`config.mk`:
```
export PLATFORM = sky130hd
export DESIGN_NAME = opll_bus_writer_flat
export DESIGN_NICKNAME = d
export VERILOG_FILES = /design/src/rtl/opll_bus_writer_pkg.sv /design/src/rtl/opll_bus_writer_if.sv /design/src/rtl/opll_bus_writer_req_fifo.sv /design/src/rtl/opll_bus_writer.sv /design/src/flat_wrapper.sv
export SDC_FILE = /design/constraint.sdc
export NUM_CORES = 1
export LEC_CHECK = 0
export CAP_MARGIN = 20
export CORE_ASPECT_RATIO = 0.5
export CORE_MARGIN = 2
export CORE_UTILIZATION = 61
export CTS_CLUSTER_SIZE = 14
export DETAILED_ROUTE_END_ITERATION = 7
export PLACE_DENSITY = 0.85
export SLEW_MARGIN = 5
export SYNTH_ARGS = -nofsm -noshare
export SYNTH_HDL_FRONTEND = slang
export SYNTH_SLANG_ARGS = --single-unit
```
`constraint.sdc`:
```
create_clock -name CLK -period 7.95 [get_ports CLK]
set_clock_uncertainty 0.1 [all_clocks]
set_input_delay 0.795 -clock CLK [delete_from_list [all_inputs] [get_ports CLK]]
set_output_delay 0.795 -clock CLK [all_outputs]
set_load 0.01 [all_outputs]
```
`src/rtl/opll_bus_writer_pkg.sv`:
```
// Shared types and constants for the OPLL bus writer.
// Build option: OPLL_BUS_WRITER_MEMMAP_EN selects memory-mapped cycles
// (7FF4h/7FF5h). Without it the writer issues I/O cycles to 7Ch/7Dh.
package opll_bus_pkg;

  typedef enum logic [3:0] {
    ST_IDLE,
    ST_A_SETUP,
    ST_A_STROBE,
    ST_A_HOLD,
    ST_A_WAIT,
    ST_D_SETUP,
    ST_D_STROBE,
    ST_D_HOLD,
    ST_D_WAIT
  } opll_wr_state_t;

  localparam logic [7:0]  OPLL_IO_BASE  = 8'h7C;
  localparam logic [15:0] OPLL_MEM_BASE = 16'h7FF4;

  typedef struct packed {
    logic [7:0] reg_idx;
    logic [7:0] data;
  } opll_req_t;

  // Bus address of the OPLL address port (is_data=0) or data port (is_data=1)
  function automatic logic [15:0] opll_port_addr(input logic is_data);
`ifdef OPLL_BUS_WRITER_MEMMAP_EN
    return OPLL_MEM_BASE + {15'd0, is_data};
`else
    return {8'h00, OPLL_IO_BASE + {7'd0, is_data}};
`endif
  endfunction

endpackage

```
`src/rtl/opll_bus_writer_if.sv`:
```
// Request handshake and cartridge-bus signals of the OPLL bus writer.
// master: the writer itself; slave: producer plus bus observer.
interface opll_bus_writer_if;
  logic        REQ_VALID;
  logic        REQ_READY;
  logic [7:0]  REQ_REG;
  logic [7:0]  REQ_DATA;
  logic        BUSY;
  logic [15:0] ADDR;
  logic [7:0]  DOUT;
  logic        IORQ_n;
  logic        MERQ_n;
  logic        SLTSL_n;
  logic        WR_n;
  logic        RD_n;

  modport master (
    input  REQ_VALID, REQ_REG, REQ_DATA,
    output REQ_READY, BUSY, ADDR, DOUT, IORQ_n, MERQ_n, SLTSL_n, WR_n, RD_n
  );

  modport slave (
    output REQ_VALID, REQ_REG, REQ_DATA,
    input  REQ_READY, BUSY, ADDR, DOUT, IORQ_n, MERQ_n, SLTSL_n, WR_n, RD_n
  );
endinterface

```
`src/rtl/opll_bus_writer_req_fifo.sv`:
```
// Request FIFO: synchronous, power-of-two depth, pointers wrap naturally.
// A push while full is accepted only when a pop frees a slot in the same cycle.
module opll_req_fifo
  import opll_bus_pkg::*;
#(
  parameter int DEPTH = 4
) (
  input  logic      CLK,
  input  logic      RESET_n,
  input  logic      i_push,
  input  logic      i_pop,
  input  opll_req_t i_din,
  output opll_req_t o_head,
  output logic      o_full,
  output logic      o_empty
);
  localparam int AW = $clog2(DEPTH);
  localparam logic [AW:0] CNT_ONE  = (AW+1)'(1);
  localparam logic [AW:0] CNT_FULL = (AW+1)'(DEPTH);
  localparam logic [AW-1:0] PTR_ONE = AW'(1);

  opll_req_t     r_mem [DEPTH];
  logic [AW-1:0] r_wr_ptr;
  logic [AW-1:0] r_rd_ptr;
  logic [AW:0]   r_count;
  logic          w_push_en;
  logic          w_pop_en;

  assign o_empty   = (r_count == '0);
  assign o_full    = (r_count == CNT_FULL);
  assign w_pop_en  = i_pop && !o_empty;
  assign w_push_en = i_push && (!o_full || w_pop_en);
  assign o_head    = r_mem[r_rd_ptr];

  // Storage array; contents are don't-care until written, so no reset
  always_ff @(posedge CLK) begin
    if (w_push_en) r_mem[r_wr_ptr] <= i_din;
  end

  // Pointers and occupancy; reset flushes the queue
  always_ff @(posedge CLK or negedge RESET_n) begin
    if (!RESET_n) begin
      r_wr_ptr <= '0;
      r_rd_ptr <= '0;
      r_count  <= '0;
    end else begin
      if (w_push_en) r_wr_ptr <= r_wr_ptr + PTR_ONE;
      if (w_pop_en)  r_rd_ptr <= r_rd_ptr + PTR_ONE;
      case ({w_push_en, w_pop_en})
        2'b10:   r_count <= r_count + CNT_ONE;
        2'b01:   r_count <= r_count - CNT_ONE;
        default: r_count <= r_count;
      endcase
    end
  end
endmodule

```
`src/rtl/opll_bus_writer.sv`:
```
// OPLL register writer: queues (reg, data) pairs and plays each out as an
// address-port write followed by a data-port write, padding both with the
// OPLL recovery time.
// Build option: OPLL_BUS_WRITER_MEMMAP_EN -> memory cycles at 7FF4h/7FF5h
// selected by MERQ_n+SLTSL_n; otherwise I/O cycles at 7Ch/7Dh via IORQ_n.
//
// state      | meaning
// IDLE       | nothing in flight, waiting for a queued request
// A_SETUP    | address port, register index on DOUT, select low, WR_n high
// A_STROBE   | as A_SETUP with WR_n low
// A_HOLD     | WR_n high again, address/data/select held
// A_WAIT     | select released, OPLL address-write recovery
// D_SETUP    | data port, register value on DOUT, select low, WR_n high
// D_STROBE   | as D_SETUP with WR_n low
// D_HOLD     | WR_n high again, address/data/select held
// D_WAIT     | select released, OPLL data-write recovery
module opll_bus_writer
  import opll_bus_pkg::*;
#(
  parameter int FIFO_DEPTH    = 4,
  parameter int SETUP_CYC     = 2,
  parameter int STROBE_CYC    = 4,
  parameter int HOLD_CYC      = 2,
  parameter int ADDR_WAIT_CYC = 96,
  parameter int DATA_WAIT_CYC = 648
) (
  input  logic               CLK,
  input  logic               RESET_n,
  opll_bus_writer_if.master  bus
);
  localparam int MAX_AB  = (SETUP_CYC > STROBE_CYC) ? SETUP_CYC : STROBE_CYC;
  localparam int MAX_CD  = (HOLD_CYC > ADDR_WAIT_CYC) ? HOLD_CYC : ADDR_WAIT_CYC;
  localparam int MAX_ABC = (MAX_AB > MAX_CD) ? MAX_AB : MAX_CD;
  localparam int MAX_CYC = (MAX_ABC > DATA_WAIT_CYC) ? MAX_ABC : DATA_WAIT_CYC;
  localparam int CW      = $clog2(MAX_CYC + 1);
  localparam logic [CW-1:0] CNT_ONE = CW'(1);

  opll_wr_state_t r_state;
  opll_wr_state_t w_state_nxt;
  logic [CW-1:0]  r_cnt;
  logic [CW-1:0]  w_cnt_nxt;
  logic           w_last;
  logic           w_pop;
  logic           w_push;
  logic           w_full;
  logic           w_empty;
  opll_req_t      w_head;
  opll_req_t      w_push_req;
  opll_req_t      r_req;
  opll_req_t      w_req_nxt;
  logic           r_ready;
  logic [15:0]    r_addr;
  logic [15:0]    w_addr_nxt;
  logic [7:0]     r_dout;
  logic [7:0]     w_dout_nxt;
  logic           r_sel_n;
  logic           w_sel_n_nxt;
  logic           r_wr_n;
  logic           w_wr_n_nxt;

  // Counter preload for each phase: a phase of N cycles counts N-1 down to 0
  function automatic logic [CW-1:0] phase_load(input opll_wr_state_t s);
    case (s)
      ST_A_SETUP, ST_D_SETUP:   phase_load = CW'(SETUP_CYC - 1);
      ST_A_STROBE, ST_D_STROBE: phase_load = CW'(STROBE_CYC - 1);
      ST_A_HOLD, ST_D_HOLD:     phase_load = CW'(HOLD_CYC - 1);
      ST_A_WAIT:                phase_load = CW'(ADDR_WAIT_CYC - 1);
      ST_D_WAIT:                phase_load = CW'(DATA_WAIT_CYC - 1);
      default:                  phase_load = '0;
    endcase
  endfunction

  assign w_push_req = '{reg_idx: bus.REQ_REG, data: bus.REQ_DATA};
  assign w_push     = bus.REQ_VALID && bus.REQ_READY;

  opll_req_fifo #(.DEPTH(FIFO_DEPTH)) u_fifo (
    .CLK     (CLK),
    .RESET_n (RESET_n),
    .i_push  (w_push),
    .i_pop   (w_pop),
    .i_din   (w_push_req),
    .o_head  (w_head),
    .o_full  (w_full),
    .o_empty (w_empty)
  );

  // READY stays low through reset and comes up on the first clock after release
  always_ff @(posedge CLK or negedge RESET_n) begin
    if (!RESET_n) r_ready <= 1'b0;
    else          r_ready <= 1'b1;
  end

  // State register, phase counter and the working copy of the active request
  always_ff @(posedge CLK or negedge RESET_n) begin
    if (!RESET_n) begin
      r_state <= ST_IDLE;
      r_cnt   <= '0;
      r_req   <= '0;
    end else begin
      r_state <= w_state_nxt;
      r_cnt   <= w_cnt_nxt;
      r_req   <= w_req_nxt;
    end
  end

  // Next state: walk the phases, chaining straight into the next request after D_WAIT
  always_comb begin
    w_state_nxt = r_state;
    w_cnt_nxt   = r_cnt;
    w_pop       = 1'b0;
    w_last      = (r_cnt == '0);
    case (r_state)
      ST_IDLE: begin
        if (!w_empty) begin
          w_pop       = 1'b1;
          w_state_nxt = ST_A_SETUP;
        end
      end
      ST_A_SETUP:  if (w_last) w_state_nxt = ST_A_STROBE;
      ST_A_STROBE: if (w_last) w_state_nxt = ST_A_HOLD;
      ST_A_HOLD:   if (w_last) w_state_nxt = ST_A_WAIT;
      ST_A_WAIT:   if (w_last) w_state_nxt = ST_D_SETUP;
      ST_D_SETUP:  if (w_last) w_state_nxt = ST_D_STROBE;
      ST_D_STROBE: if (w_last) w_state_nxt = ST_D_HOLD;
      ST_D_HOLD:   if (w_last) w_state_nxt = ST_D_WAIT;
      ST_D_WAIT: begin
        if (w_last) begin
          if (!w_empty) begin
            w_pop       = 1'b1;
            w_state_nxt = ST_A_SETUP;
          end else begin
            w_state_nxt = ST_IDLE;
          end
        end
      end
      default: w_state_nxt = ST_IDLE;
    endcase
    if (w_state_nxt != r_state) w_cnt_nxt = phase_load(w_state_nxt);
    else if (!w_last)           w_cnt_nxt = r_cnt - CNT_ONE;
  end

  assign w_req_nxt = w_pop ? w_head : r_req;

  // Bus values for the state being entered, so the bus registers line up with it
  always_comb begin
    w_addr_nxt  = r_addr;
    w_dout_nxt  = r_dout;
    w_sel_n_nxt = 1'b1;
    w_wr_n_nxt  = 1'b1;
    case (w_state_nxt)
      ST_A_SETUP, ST_A_STROBE, ST_A_HOLD: begin
        w_addr_nxt  = opll_port_addr(1'b0);
        w_dout_nxt  = w_req_nxt.reg_idx;
        w_sel_n_nxt = 1'b0;
        w_wr_n_nxt  = (w_state_nxt != ST_A_STROBE);
      end
      ST_D_SETUP, ST_D_STROBE, ST_D_HOLD: begin
        w_addr_nxt  = opll_port_addr(1'b1);
        w_dout_nxt  = w_req_nxt.data;
        w_sel_n_nxt = 1'b0;
        w_wr_n_nxt  = (w_state_nxt != ST_D_STROBE);
      end
      default: ;
    endcase
  end

  // Registered bus outputs; strobes go inactive asynchronously on reset
  always_ff @(posedge CLK or negedge RESET_n) begin
    if (!RESET_n) begin
      r_addr  <= '0;
      r_dout  <= '0;
      r_sel_n <= 1'b1;
      r_wr_n  <= 1'b1;
    end else begin
      r_addr  <= w_addr_nxt;
      r_dout  <= w_dout_nxt;
      r_sel_n <= w_sel_n_nxt;
      r_wr_n  <= w_wr_n_nxt;
    end
  end

  assign bus.REQ_READY = r_ready && !w_full;
  assign bus.BUSY      = (r_state != ST_IDLE) || !w_empty;
  assign bus.ADDR      = r_addr;
  assign bus.DOUT      = r_dout;
  assign bus.WR_n      = r_wr_n;
  assign bus.RD_n      = 1'b1;
`ifdef OPLL_BUS_WRITER_MEMMAP_EN
  assign bus.IORQ_n    = 1'b1;
  assign bus.MERQ_n    = r_sel_n;
  assign bus.SLTSL_n   = r_sel_n;
`else
  assign bus.IORQ_n    = r_sel_n;
  assign bus.MERQ_n    = 1'b1;
  assign bus.SLTSL_n   = 1'b1;
`endif
endmodule

```
`src/flat_wrapper.sv`:
```
// flat-port wrapper written by rule: the top's interface ports become plain ports
module opll_bus_writer_flat import opll_bus_pkg::*;
#(
  parameter int FIFO_DEPTH    = 4,
  parameter int SETUP_CYC     = 2,
  parameter int STROBE_CYC    = 4,
  parameter int HOLD_CYC      = 2,
  parameter int ADDR_WAIT_CYC = 96,
  parameter int DATA_WAIT_CYC = 648
)
  (CLK, RESET_n, bus_REQ_VALID, bus_REQ_REG, bus_REQ_DATA, bus_REQ_READY, bus_BUSY, bus_ADDR, bus_DOUT, bus_IORQ_n, bus_MERQ_n, bus_SLTSL_n, bus_WR_n, bus_RD_n);
  opll_bus_writer_if bus_i ();
  input  logic CLK;
  input  logic RESET_n;
  input wire logic [$bits(bus_i.REQ_VALID)-1:0] bus_REQ_VALID;
  input wire logic [$bits(bus_i.REQ_REG)-1:0] bus_REQ_REG;
  input wire logic [$bits(bus_i.REQ_DATA)-1:0] bus_REQ_DATA;
  output wire logic [$bits(bus_i.REQ_READY)-1:0] bus_REQ_READY;
  output wire logic [$bits(bus_i.BUSY)-1:0] bus_BUSY;
  output wire logic [$bits(bus_i.ADDR)-1:0] bus_ADDR;
  output wire logic [$bits(bus_i.DOUT)-1:0] bus_DOUT;
  output wire logic [$bits(bus_i.IORQ_n)-1:0] bus_IORQ_n;
  output wire logic [$bits(bus_i.MERQ_n)-1:0] bus_MERQ_n;
  output wire logic [$bits(bus_i.SLTSL_n)-1:0] bus_SLTSL_n;
  output wire logic [$bits(bus_i.WR_n)-1:0] bus_WR_n;
  output wire logic [$bits(bus_i.RD_n)-1:0] bus_RD_n;
  assign bus_i.REQ_VALID = bus_REQ_VALID;
  assign bus_i.REQ_REG = bus_REQ_REG;
  assign bus_i.REQ_DATA = bus_REQ_DATA;
  assign bus_REQ_READY = bus_i.REQ_READY;
  assign bus_BUSY = bus_i.BUSY;
  assign bus_ADDR = bus_i.ADDR;
  assign bus_DOUT = bus_i.DOUT;
  assign bus_IORQ_n = bus_i.IORQ_n;
  assign bus_MERQ_n = bus_i.MERQ_n;
  assign bus_SLTSL_n = bus_i.SLTSL_n;
  assign bus_WR_n = bus_i.WR_n;
  assign bus_RD_n = bus_i.RD_n;
  opll_bus_writer #(.FIFO_DEPTH(FIFO_DEPTH), .SETUP_CYC(SETUP_CYC), .STROBE_CYC(STROBE_CYC), .HOLD_CYC(HOLD_CYC), .ADDR_WAIT_CYC(ADDR_WAIT_CYC), .DATA_WAIT_CYC(DATA_WAIT_CYC)) u_core (.CLK(CLK), .RESET_n(RESET_n), .bus(bus_i));
endmodule
```
Word level (Yosys, flattened, before mapping) --
Memory sizes are Yosys's and may differ from the RTL's. Cells that the tools add are included.
Storage, ports and cells: memories 2, bits in registers 64, output and inout port bits 31, word-level logic and storage cells 81, bits in writable memories 64, bits in latches 0, ROM bits 128
Operators by class: mux-type cells 24, $mul 0, bitwise operators 0, divide/modulo/power cells 0, shift-type cells 0, equality and inequality tests 21, add/sub/neg operators 5, order comparisons 0, reduce and logical (&&, ||, !) cells 17
Memories:
- (name not given) | words 16, bits a word 8, read ports 1, clocked after memory_dff 0, write ports 0, RTL line opll_bus_writer.sv:63 | case (s)
- u_core.u_fifo.r_mem | words 4, bits a word 16, read ports 1, clocked after memory_dff 0, write ports 1, RTL line opll_bus_writer_req_fifo.sv:22 | opll_req_t r_mem [DEPTH];
Operators with widths (number):
- 4-bit 2-to-1 mux | 9
- 4-bit one-hot mux with 9 select lines | 1
- 16-bit one-hot mux with 2 select lines | 1
- 4-bit by 3-bit == test with 1-bit output (second input constant) | 7
- 10-bit 2-to-1 mux | 2
- 4-bit by 2-bit == test with 1-bit output (second input constant) | 4
- 16-bit 2-to-1 mux | 1
- 8-bit one-hot mux with 2 select lines | 1
- 10-bit logical NOT | 1
- 10-bit by 1-bit subtractor with 10-bit output (second input constant) | 1
- 4-bit by 1-bit == test with 1-bit output (second input constant) | 2
- 1-bit 2-to-1 mux | 6
- 3-bit one-hot mux with 2 select lines | 1
- 3-bit OR reduction | 2
- 6-bit OR reduction | 1
- 2-bit by 1-bit adder with 2-bit output (second input constant) | 2
- 4-bit == test (second input constant) | 1
- 1-bit logical AND | 4
- 4-bit logical NOT | 1
- 4-bit by 2-bit != test with 1-bit output (second input constant) | 1
- 4-bit by 3-bit != test with 1-bit output (second input constant) | 1
- 4-bit != test | 1
- 1-bit one-hot mux with 2 select lines | 2
- 2-bit nonzero test | 2
- 10 further kinds | 12

Longest topological paths before layout --
Gate-level depths: netlist (run 1).
word-level depth 9, depth in mapped cells 13, depth with buffers taken out 12

Hierarchy --
From an unflattened synthesis (run 1), not the netlist that was laid out.
Unflattened totals: cells, all modules 349, area, all modules 5094.9 um^2
Modules (own cells, without submodules):
- opll_req_fifo | instances 1, area each 2741.4 um^2, cells an instance 122
- opll_bus_writer | instances 1, area each 2353.5 um^2, cells an instance 227

Worst setup path after synthesis (run 1) --
OpenSTA, ideal clock, no wires.
path type reg2reg, from register u_core.r_cnt[0], to register u_core.u_fifo.r_count[2], stages on the path, launching flop included 14, setup slack 4.952 ns, path buffers 1, arrival 2.819 ns, required time 7.771 ns, cell sequence dfrtp_1 inv_1 ha_1 or3b_1 clkbuf_1 o31ai_4 nand2_2 inv_2 ha_1 inv_1 fa_1 xor2_1 nor2_1 xor2_1
Between the ends: cells in the longest elaborated chain, start to end 8
RTL lines:
- from (decl) | RTL line opll_bus_writer.sv:40 | logic [CW-1:0] r_cnt;
- from (signal assigned) | RTL line opll_bus_writer.sv:101 | r_cnt <= w_cnt_nxt;
- 10-bit logical NOT * | RTL line opll_bus_writer.sv:111 | w_last = (r_cnt == '0);
- 1-bit 2-to-1 mux * | RTL line opll_bus_writer.sv:127 | if (w_last) begin
- 1-bit one-hot mux with 2 select lines * | RTL line opll_bus_writer.sv:112 | case (r_state)
- 1-bit logical AND * | RTL line opll_bus_writer_req_fifo.sv:31 | assign w_pop_en = i_pop && !o_empty;
- net u_core.u_fifo.w_pop_en | RTL line opll_bus_writer_req_fifo.sv:27 | logic w_pop_en;
- 1-bit logical OR | RTL line opll_bus_writer_req_fifo.sv:32 | assign w_push_en = i_push && (!o_full || w_pop_en);
- 1-bit logical AND | RTL line opll_bus_writer_req_fifo.sv:32
- 2-bit by 1-bit == test with 1-bit output / 2-bit == test (equally long branches) | RTL line opll_bus_writer_req_fifo.sv:49 | case ({w_push_en, w_pop_en})
- 3-bit one-hot mux with 2 select lines / 2-bit nonzero test (equally long branches)
- to (signal assigned) | RTL line opll_bus_writer_req_fifo.sv:50 | 2'b10: r_count <= r_count + CNT_ONE;
- to (signal assigned) | RTL line opll_bus_writer_req_fifo.sv:51 | 2'b01: r_count <= r_count - CNT_ONE;
- to (signal assigned) | RTL line opll_bus_writer_req_fifo.sv:52 | default: r_count <= r_count;
- to (decl) | RTL line opll_bus_writer_req_fifo.sv:25 | logic [AW:0] r_count;
Mark *: on every way through the listed nets, which the timed path passes. The rest lies on a longest branch. A chain may end at the register's enable or synchronous reset.

Worst setup path after layout (run 1) --
Same ends and word-level chain as after synthesis.

==> results of run 1 <==
## logic make-up (layout without fill, tap and decap cells)
| family | Yosys count | in the layout | synth area share, % |
|---|---|---|---|
| DFF | 114 | 114 | 63.26 |
| and+or+nand+nor | 113 | 113 | 10.77 |
| AOI/OAI and AO/OA | 53 | 53 | 8.275 |
| buffers and inverters | 46 | 84 | 5.010 |
| muxes | 20 | 20 | 8.026 |
| xor gates and xnor gates | 15 | 15 | 2.617 |
| adders and majority gates | 7 | 7 | 1.894 |
| other | 2 | 14 | 0.1496 |
## synth_stat cells, types with 8 or more instances
master,count,area share [%]
edfxtp_1,64,38
nand2_1,61,4.6
dfrtp_1,48,24
buf_4,17,2.5
mux4_2,16,7.2
and3_1,12,1.5
nor2_1,12,0.90
inv_1,11,0.82
a22o_1,10,1.7
clkbuf_1,10,0.75
o21ai_1,10,1.0
a31o_1,8,1.4
xnor2_1,8,1.4
## per-stage QoR
| step | cell area, um^2 | util, % | total power [mW] |
|---|---|---|---|
| after floorplan | 5065 | - | 0.7738 |
| after global placement | 5369 | 67.11 | 0.8035 |
| after detailed placement | 5369 | 67.11 | 0.8184 |
| after CTS | 5938 | 74.23 | 1.547 |
| after global routing | 5986 | 74.82 | 1.595 |
| final | 5986 | 74.82 | 1.546 |
## area by class of cell
class	count	area, um^2	share of cell area [%]
tap	112	140.1	2.341
timing repair buffer	40	417.9	6.982
multi-input combinational	222	1638	27.36
clock buffer	18	429.2	7.170
clock inverter	14	140.1	2.341
inverter	12	45.04	0.7525
sequential	114	3176	53.05
## sequential cells by signal, summed over array words and instances, names as in the netlist
register / flops
u_core.r_ready: 1
u_core.bus.IORQ_n: 1
u_core.bus.DOUT: 8
u_core.u_fifo.r_wr_ptr: 2
u_core.bus.ADDR: 2
u_core.u_fifo.r_rd_ptr: 2
u_core.r_state: 4
u_core.bus.WR_n: 1
u_core.u_fifo.r_mem: 64
u_core.u_fifo.r_count: 3
u_core.r_req: 16
u_core.r_cnt: 10
## final timing paths
kind,start,to,slack (ns)
worst max-delay path,u_core.r_cnt[0]$_DFFE_PN0P_,u_core.u_fifo.r_count[2]$_DFFE_PN0P_,3.85
worst min-delay path,RESET_n,u_core.r_cnt[2]$_DFFE_PN0P_,0.16
worst max register to register,u_core.r_cnt[0]$_DFFE_PN0P_,u_core.u_fifo.r_count[2]$_DFFE_PN0P_,3.85
worst min register to register,u_core.r_req[1]$_DFF_PN0_,u_core.r_req[1]$_DFF_PN0_,0.39
max in group asynchronous,RESET_n,u_core.bus.IORQ_n$_DFF_PN1_,7.03
min in group CLK,u_core.r_req[1]$_DFF_PN0_,u_core.r_req[1]$_DFF_PN0_,0.39
## where the power goes
part	total [mW]	internal, mW	switching [mW]
combinational	0.120	0.0429	0.0767
clock	0.727	0.458	0.270
sequential	0.699	0.678	0.0216
## critical path, cell delays in order (launching register included)
cell,delay (ns)
dfrtp_1,0.38
inv_1,0.11
ha_1,0.22
or3b_1,0.50
o31ai_4,0.73
nand2_2,0.51
inv_2,0.34
ha_1,0.24
inv_1,0.06
fa_1,0.37
xor2_1,0.15
nor2_1,0.13
xor2_1,0.16
## layer usage
layer / global-route usage (%) / vias up
li1: - / 1406
met1: 34.07 / 1633
met2: 44.66 / 182
met3: 7.185 / 29
met4: 11.96 / 0
met5: 0 / -
==> results.json, run 1 <==
{
  "ys_seq_area_share_pct": 63.26,
  "wl_per_cell_um": 21.04,
  "worstMarginPinSlew_ns": 0.8842,
  "gp_congestion": 0.9666,
  "clkSlewWorstSetupHoldPaths_ns": 0.06,
  "netlist_area_mm2": 0.005020,
  "cp_max_fo": 26,
  "final_common_cell": "edfxtp_1",
  "numCtsBuffers": 17,
  "cp.required_ns": 8.19,
  "period_share_pct": 51.59,
  "grt_overflow": 0,
  "start_util_pct": 62.75,
  "pin_count": 50,
  "hold_path_class": "primary input to asynchronous set/reset pin",
  "io_buffer_count": 36,
  "ys_warn_count": 0,
  "setup_slack_ns": 3.849,
  "diodes": 0,
  "start_kind": "flip-flop",
  "hpwlAfterDp_mm": 6.671,
  "layout.nets": 433,
  "wl_met2_mm": 5.383,
  "most-common-layout-cells": "64 x edfxtp_1, 61 x nand2_1, 48 x dfrtp_1, 35 x clkdlybuf4s50_1, 17 x clkbuf_16",
  "postCtsSetupBuffers": 0,
  "whs_ns": 0.1629,
  "fin_cells": 532,
  "antenna_found_initial": 0,
  "clockBufferDepth": 2,
  "grt_max_degree": 51,
  "drt_wl_total_mm": 11.19,
  "syn_area_per_cell_um2": 13.57,
  "rows": 23,
  "synthesis.instances": 370,
  "vias_per_cell": 6.109,
  "async_flop_share_pct": 43.86,
  "drc": 0,
  "clk-insertion-delay-late_ns": 0.42,
  "synth_cell_types": 55,
  "final_hold_viol_count": 0,
  "synth_ff_type": "edfxtp_1",
  "drive_above_1_share_pct": 14.52,
  "vias": 3250,
  "cp_data_arrival_time_ns": 4.34,
  "cts_root_buffer": "clkbuf_16",
  "nFillCells": 477,
  "grt_pass1_wl_mm": 17.38,
  "dieArea_mm2": 0.009015,
  "syn_to_final_growth_pct": 19.24,
  "rr_worst_depth": 12,
  "highest_layer": "met4",
  "drt.antenna.violating_nets": 0,
  "core_mm2": 0.008000,
  "setup_viol": 0,
  "fmax_ghz": 0.2438,
  "chipHeight_um": 68.15,
  "route.met3.wl_um": 815,
  "leakage_nw": 2.364,
  "hold_buffers": 0,
  "cts_tree": "built",
  "ctsResizeCount": 0,
  "cts.sinks": 114,
  "worstSetupPathType": "flip-flop to flip-flop",
  "max_cap_viol_count": 0,
  "critPathCaptureType": "flip-flop",
  "dp_cells": 498,
  "tns_ns": 0,
  "grt_pass1_vias": 3163,
  "drv_slew": 0,
  "dr.pass1.iters": 7,
  "power_density_mw_per_mm2": 258.3,
  "wl_met1_mm": 4.722,
  "synth_edf_count": 64,
  "dpl_worst_slack_ns": 4.016,
  "h-tree-depth": 4,
  "synth_seq_cells": 114,
  "status": "completed",
  "irDropWorstVdd_uv": 263.6,
  "period_minus_slack_ns": 4.101,
  "drt-initial-drc-count": 353,
  "rsz0062_at_grt": "no",
  "die_width_um": 132.3,
  "grt_usage_pct": 26.72,
  "relSlewSlack_pct": 40.51
}
Power figures use the tool's default switching activity.
==> inputs of run 2 (changes only) <==
- CORE_UTILIZATION: 61 -> 57
- PLACE_DENSITY: 0.85 -> 0.8
- clock period: 7.95 -> 4.23 ns (I/O delays scaled with it)
==> run 2 against run 1 <==
- combinational power is 87% higher
- die area is 6.7% higher
- largest power group unchanged
- via count is 2.4% lower
- final cell count is 1.3% higher
- register-to-register slack worse by 3.3 ns
- count of clock-buffer cells in the layout is 1 higher
- largest cell class unchanged
- sequential power is 87% higher
==> results.json, run 2 (same netlist as run 1, synthesis figures left out) <==
{
  "cp_top_family": "simple AND/OR/NAND/NOR gates",
  "critPathBufInv": 4,
  "vias": 3172,
  "start_util_pct": 58.25,
  "gp_congestion": 0.9281,
  "top_register": "u_core.u_fifo.r_mem",
  "highest_layer": "met4",
  "dieArea_mm2": 0.009619,
  "wl_met1_mm": 4.346,
  "worstMarginPinSlew_ns": 0.8525,
  "die_width_um": 136.7,
  "worstSetupPathType": "flip-flop to flip-flop",
  "clk-insertion-delay-late_ns": 0.42,
  "tns_ns": 0,
  "pin_count": 50,
  "wl_per_cell_um": 19.65,
  "final_common_cell": "edfxtp_1",
  "power_density_mw_per_mm2": 497.3,
  "fmax_ghz": 0.2729,
  "antenna_found_initial": 0,
  "grt_max_degree": 51,
  "irDropWorstVdd_uv": 402.9,
  "chipHeight_um": 70.36,
  "critPathCaptureType": "flip-flop",
  "leakage_nw": 2.372,
  "status": "completed",
  "slowest_stage": "or3b_1",
  "rsz0062_at_grt": "no",
  "drv_slew": 0,
  "syn_to_final_growth_pct": 19.92,
  "cts_root_buffer": "clkbuf_16",
  "relSlewSlack_pct": 43.17,
  "grt_pass1_vias": 3216,
  "r2r_slack_ns": 0.57,
  "hpwlAfterDp_mm": 6.549,
  "cts_tree": "built",
  "dp_cells": 505,
  "drt_wl_total_mm": 10.59,
  "wl_met2_mm": 5.305,
  "fin_cells": 539,
  "drive_above_1_share_pct": 13.74,
  "period_minus_slack_ns": 3.664,
  "path_cells": "inv_1 -> ha_1 -> or3b_1 -> o31ai_4 -> buf_4 -> nand2_2 -> inv_2 -> ha_1 -> inv_1 -> fa_1 -> xor2_1 -> nor2_1 -> xor2_1",
  "final_hold_viol_count": 0,
  "grt_pass1_wl_mm": 16.88,
  "drt-initial-drc-count": 190,
  "most-common-layout-cells": "64 x edfxtp_1, 61 x nand2_1, 48 x dfrtp_1, 35 x clkdlybuf4s50_1, 17 x clkbuf_16",
  "setup_viol": 0,
  "numCtsBuffers": 17,
  "hold_path_class": "flip-flop to flip-flop",
  "vias_per_cell": 5.885,
  "cp.required_ns": 4.47,
  "cp_data_arrival_time_ns": 3.90,
  "postCtsSetupBuffers": 0,
  "reg.largest.list": "u_core.u_fifo.r_mem x64, u_core.r_req x16, u_core.r_cnt x10",
  "clockBufferDepth": 2,
  "core_mm2": 0.008618,
  "nFillCells": 528,
  "dr.pass1.iters": 5,
  "final_area_mm2": 0.006020,
  "start_kind": "flip-flop",
  "period_share_pct": 86.62,
  "postPlaceCellArea_mm2": 0.005390,
  "cpPeakStageDelay_ns": 0.51,
  "drt.antenna.violating_nets": 0,
  "io_buffer_count": 36,
  "drc": 0,
  "diodes": 0,
  "p_total_mw": 2.994,
  "h-tree-depth": 4,
  "cts.sinks": 114,
  "rows": 24,
  "grt_overflow": 0,
  "cp_max_fo": 26,
  "max_cap_viol_count": 0,
  "largest_reg_flops": 64,
  "clkSlewWorstSetupHoldPaths_ns": 0.05,
  "layout.nets": 435,
  "grt_usage_pct": 24.40,
  "route.met3.wl_um": 626
}
[run 2: changes by cell type in the layout (fill, tap and decap cells not counted)]
| cell | before | now |
|---|---|---|
| inv_6 | 1 | 0 |
| buf_4 | 2 | 4 |
| clkinv_2 | 3 | 1 |
| clkinv_4 | 3 | 0 |
| clkbuf_1 | 1 | 2 |
| buf_16 | 1 | 0 |
| dlygate4sd3_1 | 0 | 1 |
| bufinv_16 | 2 | 4 |
| clkinv_1 | 2 | 5 |
[run 2: final cells by class]
cell class | count | area, um^2 | share of cell area [%]
tap | 117 | 146.4 | 2.432
clock buffer | 19 | 432.9 | 7.192
inverter | 12 | 45.04 | 0.7483
clock inverter | 13 | 166.4 | 2.765
multi-input combinational | 222 | 1638 | 27.21
timing repair buffer | 42 | 415.4 | 6.901
sequential | 114 | 3176 | 52.75
[run 2: where the power goes]
part / total (mW) / internal [mW] / switching, mW
combinational: 0.224 / 0.0830 / 0.141
clock: 1.46 / 0.971 / 0.487
sequential: 1.31 / 1.27 / 0.0380
[run 2: path summary, 6_finish.rpt]
kind                            cells after the start                                   end                      startpoint
worst max-delay path                               13  u_core.u_fifo.r_count[2]$_DFFE_PN0P_     u_core.r_cnt[0]$_DFFE_PN0P_
worst min-delay path                                2        u_core.bus.DOUT[3]$_DFFE_PN0P_  u_core.bus.DOUT[3]$_DFFE_PN0P_
worst max register to register                     13  u_core.u_fifo.r_count[2]$_DFFE_PN0P_     u_core.r_cnt[0]$_DFFE_PN0P_
worst min register to register                      2        u_core.bus.DOUT[3]$_DFFE_PN0P_  u_core.bus.DOUT[3]$_DFFE_PN0P_
max in group asynchronous                           3           u_core.bus.IORQ_n$_DFF_PN1_                         RESET_n
min in group asynchronous                           2        u_core.bus.DOUT[6]$_DFFE_PN0P_                         RESET_n
[run 2: repair_timing]
| action | in CTS | in global routing |
|---|---|---|
| gates resized for setup | 0 | 0 |
| hold buffers | 0 | 1 |
| hold endpoints to repair | 0 | 19 |
[run 2: metal layers]
metal  vias to the layer above  GRT usage, %
met1                      1582         31.47
li1                       1415             -
met3                        35         7.044
met2                       140         38.28
met4                         0         11.92
met5                         -             0
[run 2: worst min-delay path: stages (launching register included)]
cell	delay, ns
dfrtp_1	0.35
nand2_1	0.05
o21ai_1	0.06
[run 2: stage by stage]
step	hold slack (ns)	setup slack, ns	utilization [%]
finish	0.4024	0.5658	69.85
global route	0.4159	0.3135	69.85
detailed placement	0.3809	0.6612	62.54
floorplan	0.02741	1.232	-
CTS	0.1512	0.6218	69.50
global placement	0.3646	0.8091	62.54
